File: config.mk
export PLATFORM = sky130hd
export DESIGN_NAME = moving_average_mc
export DESIGN_NICKNAME = d
export VERILOG_FILES = /design/src/rtl/moving_average_mc.sv
export SDC_FILE = /design/constraint.sdc
export NUM_CORES = 2
export LEC_CHECK = 0
export BUFFER_PORTS_ARGS = -buffer_cell sky130_fd_sc_hd__buf_2
export CAP_MARGIN = 40
export CORE_MARGIN = 4
export CORE_UTILIZATION = 59
export DETAILED_ROUTE_END_ITERATION = 10
export PLACE_DENSITY = 0.74
export SYNTH_ARGS = -nofsm -noshare
export SYNTH_HDL_FRONTEND = slang
export SYNTH_SLANG_ARGS = --single-unit
File: constraint.sdc
create_clock -name clk -period 9.8 [get_ports clk]
set_input_delay 0.49 -clock clk [delete_from_list [all_inputs] [get_ports clk]]
set_output_delay 0.49 -clock clk [all_outputs]
set_load 0.005 [all_outputs]
File: src/rtl/moving_average_mc.sv
// Multi-channel boxcar averager: per-channel power-of-two window with an exact running sum,
// two-stage pipeline, optional once-per-window decimated output.
module moving_average_mc #(
  parameter int DATA_IN_BITS  = 12,
  parameter int DATA_OUT_BITS = 12,
  parameter int CHANNELS      = 4,
  parameter int CH_BITS       = 2,
  parameter int AVERAGE_NUM   = 32,
  parameter int AVERAGE_BITS  = 5,
  parameter int DECIMATE      = 0
) (
  input  logic                     clk,
  input  logic                     rst,
  input  logic                     clear,
  input  logic                     data_in_valid,
  input  logic [CH_BITS-1:0]       data_in_channel,
  input  logic [DATA_IN_BITS-1:0]  data_in,
  output logic                     data_out_valid,
  output logic [CH_BITS-1:0]       data_out_channel,
  output logic [DATA_OUT_BITS-1:0] data_out,
  output logic                     data_out_full
);

  localparam int SUM_BITS  = DATA_IN_BITS + AVERAGE_BITS;
  localparam int FILL_BITS = AVERAGE_BITS + 1;
  localparam int ADDR_BITS = CH_BITS + AVERAGE_BITS;
  localparam int DEPTH     = CHANNELS * AVERAGE_NUM;
  localparam logic [FILL_BITS-1:0] FILL_FULL = FILL_BITS'(AVERAGE_NUM);
  localparam logic [CH_BITS:0]     CH_LIMIT  = (CH_BITS + 1)'(CHANNELS);

  logic [DATA_IN_BITS-1:0] history [DEPTH];

  logic [SUM_BITS-1:0]     acc    [CHANNELS];
  logic [FILL_BITS-1:0]    fill   [CHANNELS];
  logic [AVERAGE_BITS-1:0] wr_ptr [CHANNELS];
  logic [AVERAGE_BITS-1:0] phase  [CHANNELS];

  logic                     accept;
  logic [SUM_BITS-1:0]      cur_acc;
  logic [FILL_BITS-1:0]     cur_fill;
  logic [AVERAGE_BITS-1:0]  cur_ptr;
  logic [AVERAGE_BITS-1:0]  cur_phase;
  logic [ADDR_BITS-1:0]     hist_addr;
  logic [DATA_IN_BITS-1:0]  oldest;
  logic [SUM_BITS-1:0]      next_acc;
  logic [FILL_BITS-1:0]     next_fill;
  logic [AVERAGE_BITS-1:0]  next_phase;
  logic                     emit;

  logic                     s1_valid;
  logic [CH_BITS-1:0]       s1_channel;
  logic                     s1_full;
  logic [DATA_OUT_BITS-1:0] s1_avg;

  // A simultaneous clear makes the incoming sample start from an empty window.
  always_comb begin
    accept     = data_in_valid && ({1'b0, data_in_channel} < CH_LIMIT);
    cur_acc    = clear ? '0 : acc[data_in_channel];
    cur_fill   = clear ? '0 : fill[data_in_channel];
    cur_ptr    = clear ? '0 : wr_ptr[data_in_channel];
    cur_phase  = clear ? '0 : phase[data_in_channel];
    hist_addr  = {data_in_channel, cur_ptr};
    oldest     = (cur_fill == FILL_FULL) ? history[hist_addr] : '0;
    next_acc   = cur_acc + SUM_BITS'(data_in) - SUM_BITS'(oldest);
    next_fill  = (cur_fill == FILL_FULL) ? cur_fill : cur_fill + 1'b1;
    next_phase = cur_phase + 1'b1;
    emit       = (DECIMATE == 0) || (next_phase == '0);
  end

  // Read-before-write at the same address; no reset so it maps onto RAM.
  always_ff @(posedge clk) begin
    if (accept) begin
      history[hist_addr] <= data_in;
    end
  end

  always_ff @(posedge clk or posedge rst) begin
    if (rst) begin
      for (int i = 0; i < CHANNELS; i++) begin
        acc[i]    <= '0;
        fill[i]   <= '0;
        wr_ptr[i] <= '0;
        phase[i]  <= '0;
      end
    end else begin
      if (clear) begin
        for (int i = 0; i < CHANNELS; i++) begin
          acc[i]    <= '0;
          fill[i]   <= '0;
          wr_ptr[i] <= '0;
          phase[i]  <= '0;
        end
      end
      if (accept) begin
        acc[data_in_channel]    <= next_acc;
        fill[data_in_channel]   <= next_fill;
        wr_ptr[data_in_channel] <= cur_ptr + 1'b1;
        phase[data_in_channel]  <= next_phase;
      end
    end
  end

  always_ff @(posedge clk or posedge rst) begin
    if (rst) begin
      s1_valid   <= 1'b0;
      s1_channel <= '0;
      s1_full    <= 1'b0;
      s1_avg     <= '0;
    end else begin
      s1_valid <= accept && emit;
      if (accept) begin
        s1_channel <= data_in_channel;
        s1_full    <= (next_fill == FILL_FULL);
        s1_avg     <= next_acc[SUM_BITS-1 -: DATA_OUT_BITS];
      end
    end
  end

  // Output fields hold their last value between strobes.
  always_ff @(posedge clk or posedge rst) begin
    if (rst) begin
      data_out_valid   <= 1'b0;
      data_out_channel <= '0;
      data_out         <= '0;
      data_out_full    <= 1'b0;
    end else begin
      data_out_valid <= s1_valid;
      if (s1_valid) begin
        data_out_channel <= s1_channel;
        data_out         <= s1_avg;
        data_out_full    <= s1_full;
      end
    end
  end

endmodule

# == Word level (Yosys, flattened, before mapping) ==
# Memory sizes are Yosys's and may differ from the RTL's.
# Cells that the tools add are included.
# totals
regBits,144
ramBits,1536
in_bits,18
output_inout_bits,16
wordCells,62
n_memories,1
# mem_list
name,words,width,read_ports,rd_clocked_by_memory_dff,wr,line,text
history,128,12,1,0,1,31,logic [DATA_IN_BITS-1:0] history [DEPTH];
# classes
n_addsub,4
order_cmp,2
eq_ne,2
muxes,31
bitwise,1
reduce_logical,1
# op_table
operator,count
68-bit 2-to-1 mux,2
68-bit bitwise mux,1
17-bit 2-to-1 mux,4
24-bit 2-to-1 mux,2
20-bit 2-to-1 mux,2
17-bit binary-select mux with 2-bit select,1
17-bit demux with 2-bit select,1
6-bit 2-to-1 mux,5
24-bit bitwise mux,1
20-bit bitwise mux,1
5-bit 2-to-1 mux,4
17-bit by 12-bit adder with 17-bit output,1
17-bit by 12-bit subtractor with 17-bit output,1
6-bit binary-select mux with 2-bit select,1
6-bit demux with 2-bit select,1
6-bit == test (second input constant),2
12-bit 2-to-1 mux,1
5-bit binary-select mux with 2-bit select,1
5-bit demux with 2-bit select,1
6-bit by 1-bit adder with 6-bit output (second input constant),1
5-bit by 1-bit adder with 5-bit output (second input constant),1
3-bit >= comparator (second input constant),1
3-bit by 1-bit less-than comparator with 1-bit output (second input constant),1
2-bit NOT with 3-bit output,1
2 further kinds,3

# == Longest topological paths before layout ==
# logic_depth
depth_word,10
ltp_mapped,29
ltp_nobuf,24

# == Worst setup path after synthesis ==
# OpenSTA, ideal clock, no wires.
# synth_path
path_kind,input-to-reg
start,input data_in_channel[0]
end,register s1_avg[8]
setup_ns,0.141
arrival_ns,5.738
required_time_ns,9.659
setup_slack_ns,3.921
path_stages,24
path_buffers,4
cell_sequence,buf_6 > mux4_2 > or3_4 > and2_1 > buf_6 > buf_6 > buf_4 > o221ai_1 > a21oi_1 > a211oi_1 > o31ai_1 > o211a_1 > fa_1 > inv_1 > ha_1 > a21o_1 > a21oi_1 > o21ai_0 > a2111oi_0 > o41ai_1 > or4_1 > a31oi_1 > xor2_1 > mux2i_1
# synth_between
elab_chain_len,8
elab_cells_between_ends,18
cone_classes,2 x add/sub; 1 x eq/ne; 13 x mux; 1 x bitwise; 1 x memory
# synth_rtl
item,line,text
"start, declared",16,"input logic [CH_BITS-1:0] data_in_channel,"
2-bit NOT with 3-bit output,-,
5-bit binary-select mux with 2-bit select / 6-bit binary-select mux with 2-bit select (equally long branches),"60, 59",
5-bit 2-to-1 mux (implied by the code) / 6-bit 2-to-1 mux (equally long branches) (2 in series),"60, 59",
5-bit 2-to-1 mux / 6-bit 2-to-1 mux (equally long branches),"60, 59",
memory read 128 x 12 bit / 6-bit == test (equally long branches),-,
12-bit 2-to-1 mux,63,oldest = (cur_fill == FILL_FULL) ? history[hist_addr] : '0;
17-bit by 12-bit subtractor with 17-bit output (*),64,next_acc = cur_acc + SUM_BITS'(data_in) - SUM_BITS'(oldest);
"end signal, assigned",114,s1_avg <= next_acc[SUM_BITS-1 -: DATA_OUT_BITS];
"end, declared",53,logic [DATA_OUT_BITS-1:0] s1_avg;
# Every way passes the cells marked *; elsewhere a longest branch is shown, timed or not. The select of a mux whose other input is x is not followed.
# A chain may end at the register's enable or synchronous reset.

# == Worst setup path after layout ==
# layout_path
start,register wr_ptr[5] in the netlist's numbering
end,register s1_avg[8]
# layout_between
elab_chain_len,7
# layout_rtl
item,line,text
"start, declared",35,logic [AVERAGE_BITS-1:0] wr_ptr [CHANNELS];
"start signal, assigned by index",97,wr_ptr[data_in_channel] <= cur_ptr + 1'b1;
5-bit binary-select mux with 2-bit select,60,cur_ptr = clear ? '0 : wr_ptr[data_in_channel];
5-bit 2-to-1 mux (implied by the code) (2 in series),60,
5-bit 2-to-1 mux,60,
memory read 128 x 12 bit,-,
12-bit 2-to-1 mux,63,
17-bit by 12-bit subtractor with 17-bit output,64,
# No other way between the ends. The select of a mux whose other input is x is not followed.

==> impl_metrics.py <==
metrics = {
    "pwr": {
        "peakVddDrop_mv": 0.187,
        "p_leak_nw": 23.9,
        "totalPowerFinal_mw": 14.7,
        "p_per_area_nw_per_um2": 203,
    },
    "worst_hold_path": {
        "hold_class": "in2reg",
    },
    "final_layout": {
        "seq_area_um2": 49700,
        "n_fill_cell": 6948,
        "area_growth_pct": 12.9,
        "nets": 4389,
        "fin_cells": 5881,
        "multi_input_area_um2": 13400,
        "layout-drive-gt1-share": 0.140,
    },
    "setup_path": {
        "cp_max_fo": 28,
        "cp.required_ns": 10.43,
        "start_kind": "register",
        "crit_path_end_kind": "register",
        "path_class": "reg2reg",
        "reg2reg_slack_ns": 1.32,
        "arrival_ns": 9.10,
    },
    "clock_network": {
        "clk_pin_slew_ns": 0.06,
        "clock_latency_ns": 0.80,
        "cts_root_buf": "clkbuf_16",
        "cts_tree": "yes",
        "htreeDepth": 4,
        "cts_setup_buffers": 0,
        "cts_buffers": 161,
        "cts_buffer_depth": 3,
        "clock_sinks": 1680,
    },
    "drt": {
        "drtPass1Iterations": 9,
        "routedWlPerCell_um": 34.0,
        "drtIter0Drc": 8113,
        "viasPerCell": 7.16,
        "vias": 42100,
        "drc": 0,
        "route.antenna.remaining_nets": 0,
        "routed_wl_um": 200000,
    },
    "logic_synthesis": {
        "synthArstFlopShare": 0.0857,
        "syn_inst": 4137,
        "synth_nets": 4187,
        "synth_area_um2": 64400,
        "synth_fa_ha_area_frac": 0.00762,
        "synth-compound-area-share": 0.107,
        "synth.most_common_cell": "edfxtp_1",
        "synth_ff_type": "edfxtp_1",
        "yosysWarnings": 0,
        "synthSimpleGateAreaFrac": 0.0649,
        "synthXorXnorAreaFrac": 0.00259,
        "ys_ff_latch": 1680,
        "syn-mean-instance-area_um2": 15.6,
        "synth_top_family_by_area": "compound AO/OA/AOI/OAI gates",
        "synth_top_area_cell": "edfxtp_1",
        "synth_top_area_share": 0.717,
        "synth_common_cells": "edfxtp_1 (1536), o22ai_1 (360), nand2_1 (280)",
        "seq_area_frac_synth": 0.772,
        "synth_edf_count": 1536,
        "synthMuxAreaShare": 0.0225,
        "synthTopCellsByArea": "edfxtp_1 (72%), dfrtp_1 (5.6%), o22ai_1 (3.5%)",
        "ys_types": 87,
    },
    "place": {
        "hpwlAfterDp_um": 122000,
        "io_buffers": 33,
        "dp.cells": 5576,
        "gp_congestion": 0.966,
    },
    "die": {
        "io_pins": 34,
        "die_y_um": 338,
        "die_w_um": 338,
        "dieArea_um2": 114000,
        "start_util": 0.598,
        "core_area_um2": 108000,
        "rows": 120,
    },
    "grt": {
        "grt_max_degree": 94,
        "grt_pass1_vias": 40300,
        "grt_pass1_wl_um": 286000,
        "antenna_found_initial": 13,
        "grt_overflow": 0,
        "grt.total_usage": 0.345,
    },
    "timing": {
        "finalSetupViolCount": 0,
        "worstMarginPinSlew_ns": 1.07,
        "slew_violations": 0,
        "clock.fmax_mhz": 118,
        "hold_viol_final": 0,
        "period_share": 0.865,
        "rsz0062_at_grt": "no",
        "setup_tns_ns": 0,
        "relSlewSlack": 0.277,
        "final.min_clock_period_ns": 8.48,
        "clock_skew_ns": 0.0439,
    },
    "outcome": {
        "outcome": "completed",
    },
    "flow_run": {
        "maxCapViolations": 0,
    },
}
==> through the flow <==
| stage | util | instance area [um^2] | worst slack (ns) | hold WS [ns] |
|---|---|---|---|---|
| finish | 0.675 | 72700 | 1.32 | 0.0396 |
| global placement | 0.625 | 67200 | 0.747 | 0.475 |
| global route | 0.675 | 72700 | 1.25 | 0.0393 |
| floorplan | - | 64400 | 3.92 | 0.352 |
| detailed placement | 0.628 | 67600 | 1.07 | 0.485 |
| CTS | 0.675 | 72600 | 1.72 | 0.00429 |
==> worst max-delay path, cell delays in order (launching register included) <==
cell	delay, ns
dfrtp_1	0.41
mux4_2	0.71
buf_4	0.43
nand4bb_4	0.66
buf_4	0.35
o22ai_1	0.11
a2111oi_0	0.73
buf_2	0.28
a31oi_1	0.07
a211oi_1	0.54
o211a_1	0.32
fa_1	0.49
inv_1	0.09
ha_1	0.22
a21o_1	0.18
a21oi_1	0.21
o21ai_0	0.15
a2111oi_0	0.87
o41ai_1	0.27
or4_1	0.45
a31oi_1	0.24
xor2_1	0.34
mux2i_1	0.13
==> per-layer routing <==
layer	global-route usage	vias to the layer above	part of all wire
li1	-	16900	-
met1	0.465	20500	0.34
met2	0.500	3884	0.44
met3	0.109	848	0.16
met4	0.199	6	0.071
met5	0.00333	-	0.00037
==> area by class of cell <==
class,count,share of cell area
flip-flops and latches,1680,0.684
multi-input cells,2129,0.184
clock buffers,208,0.0588
repair buffers,311,0.0353
well taps,1403,0.0242
clock inverters,86,0.0104
inverters,56,0.00300
diodes,8,0.000275
==> repair_timing <==
action	in CTS	in global routing
setup endpoints to repair	0	0
hold endpoints to repair	92	0
hold buffers	1	0
gates resized for setup	0	0
==> state kept, by name, summed over array words and instances (netlist names) <==
signal / cells
s1_avg: 12
s1_full: 1
s1_valid: 1
data_out: 12
fill: 24
history: 1536
data_out_channel: 2
data_out_full: 1
s1_channel: 2
data_out_valid: 1
acc: 68
wr_ptr: 20
==> where the power goes <==
| part | internal, mW | leakage, nW | switching, mW |
|---|---|---|---|
| clock network | 3.29 | 2.44 | 2.68 |
| logic | 0.232 | 5.73 | 0.573 |
| registers | 7.92 | 15.7 | 0.0507 |
| total | 11.4 | 23.9 | 3.31 |
==> final timing paths <==
path | startpoint | endpoint | cells past startpoint
setup / recovery | wr_ptr[5] | s1_avg[8] | 22
hold / removal | data_in[3] | history[9][3] | 1
setup reg to reg | wr_ptr[5] | s1_avg[8] | 22
hold reg to reg | acc[64] | acc[64] | 2
max in group asynchronous | rst | acc[42] | 4
min in group asynchronous | rst | acc[66] | 3
==> cells in the final DEF, fill, tap and decap left out, types with 12 or more instances in the layout <==
| cell | instances |
|---|---|
| a211oi_1 | 14 |
| a21oi_1 | 96 |
| a221oi_1 | 13 |
| a222oi_1 | 12 |
| a31oi_1 | 39 |
| buf_12 | 16 |
| buf_2 | 24 |
| buf_4 | 255 |
| clkbuf_1 | 42 |
| clkbuf_16 | 163 |
| clkinv_1 | 41 |
| clkinv_2 | 23 |
| dfrtp_1 | 144 |
| edfxtp_1 | 1536 |
| fa_1 | 12 |
| ha_1 | 20 |
| inv_1 | 52 |
| mux2_2 | 33 |
| mux2i_1 | 49 |
| mux4_2 | 24 |
| nand2_1 | 275 |
| nand3_1 | 179 |
| nand4_1 | 13 |
| nor2_1 | 263 |
| nor3_1 | 87 |
| nor4_1 | 29 |
| o211ai_1 | 13 |
| o21ai_0 | 204 |
| o221ai_1 | 117 |
| o22a_1 | 47 |
| o22ai_1 | 360 |
| o31ai_1 | 21 |
| or3_1 | 13 |
==> cells by family after synthesis <==
kind of cell               after synthesis
AOI/OAI and AO/OA                     1036
DFF                                   1680
adders and majority gates               32
and+or+nand+nor                        933
xor gates and xnor gates                19
buffers and inverters                  328
muxes                                  109
Power figures use the tool's default switching activity.
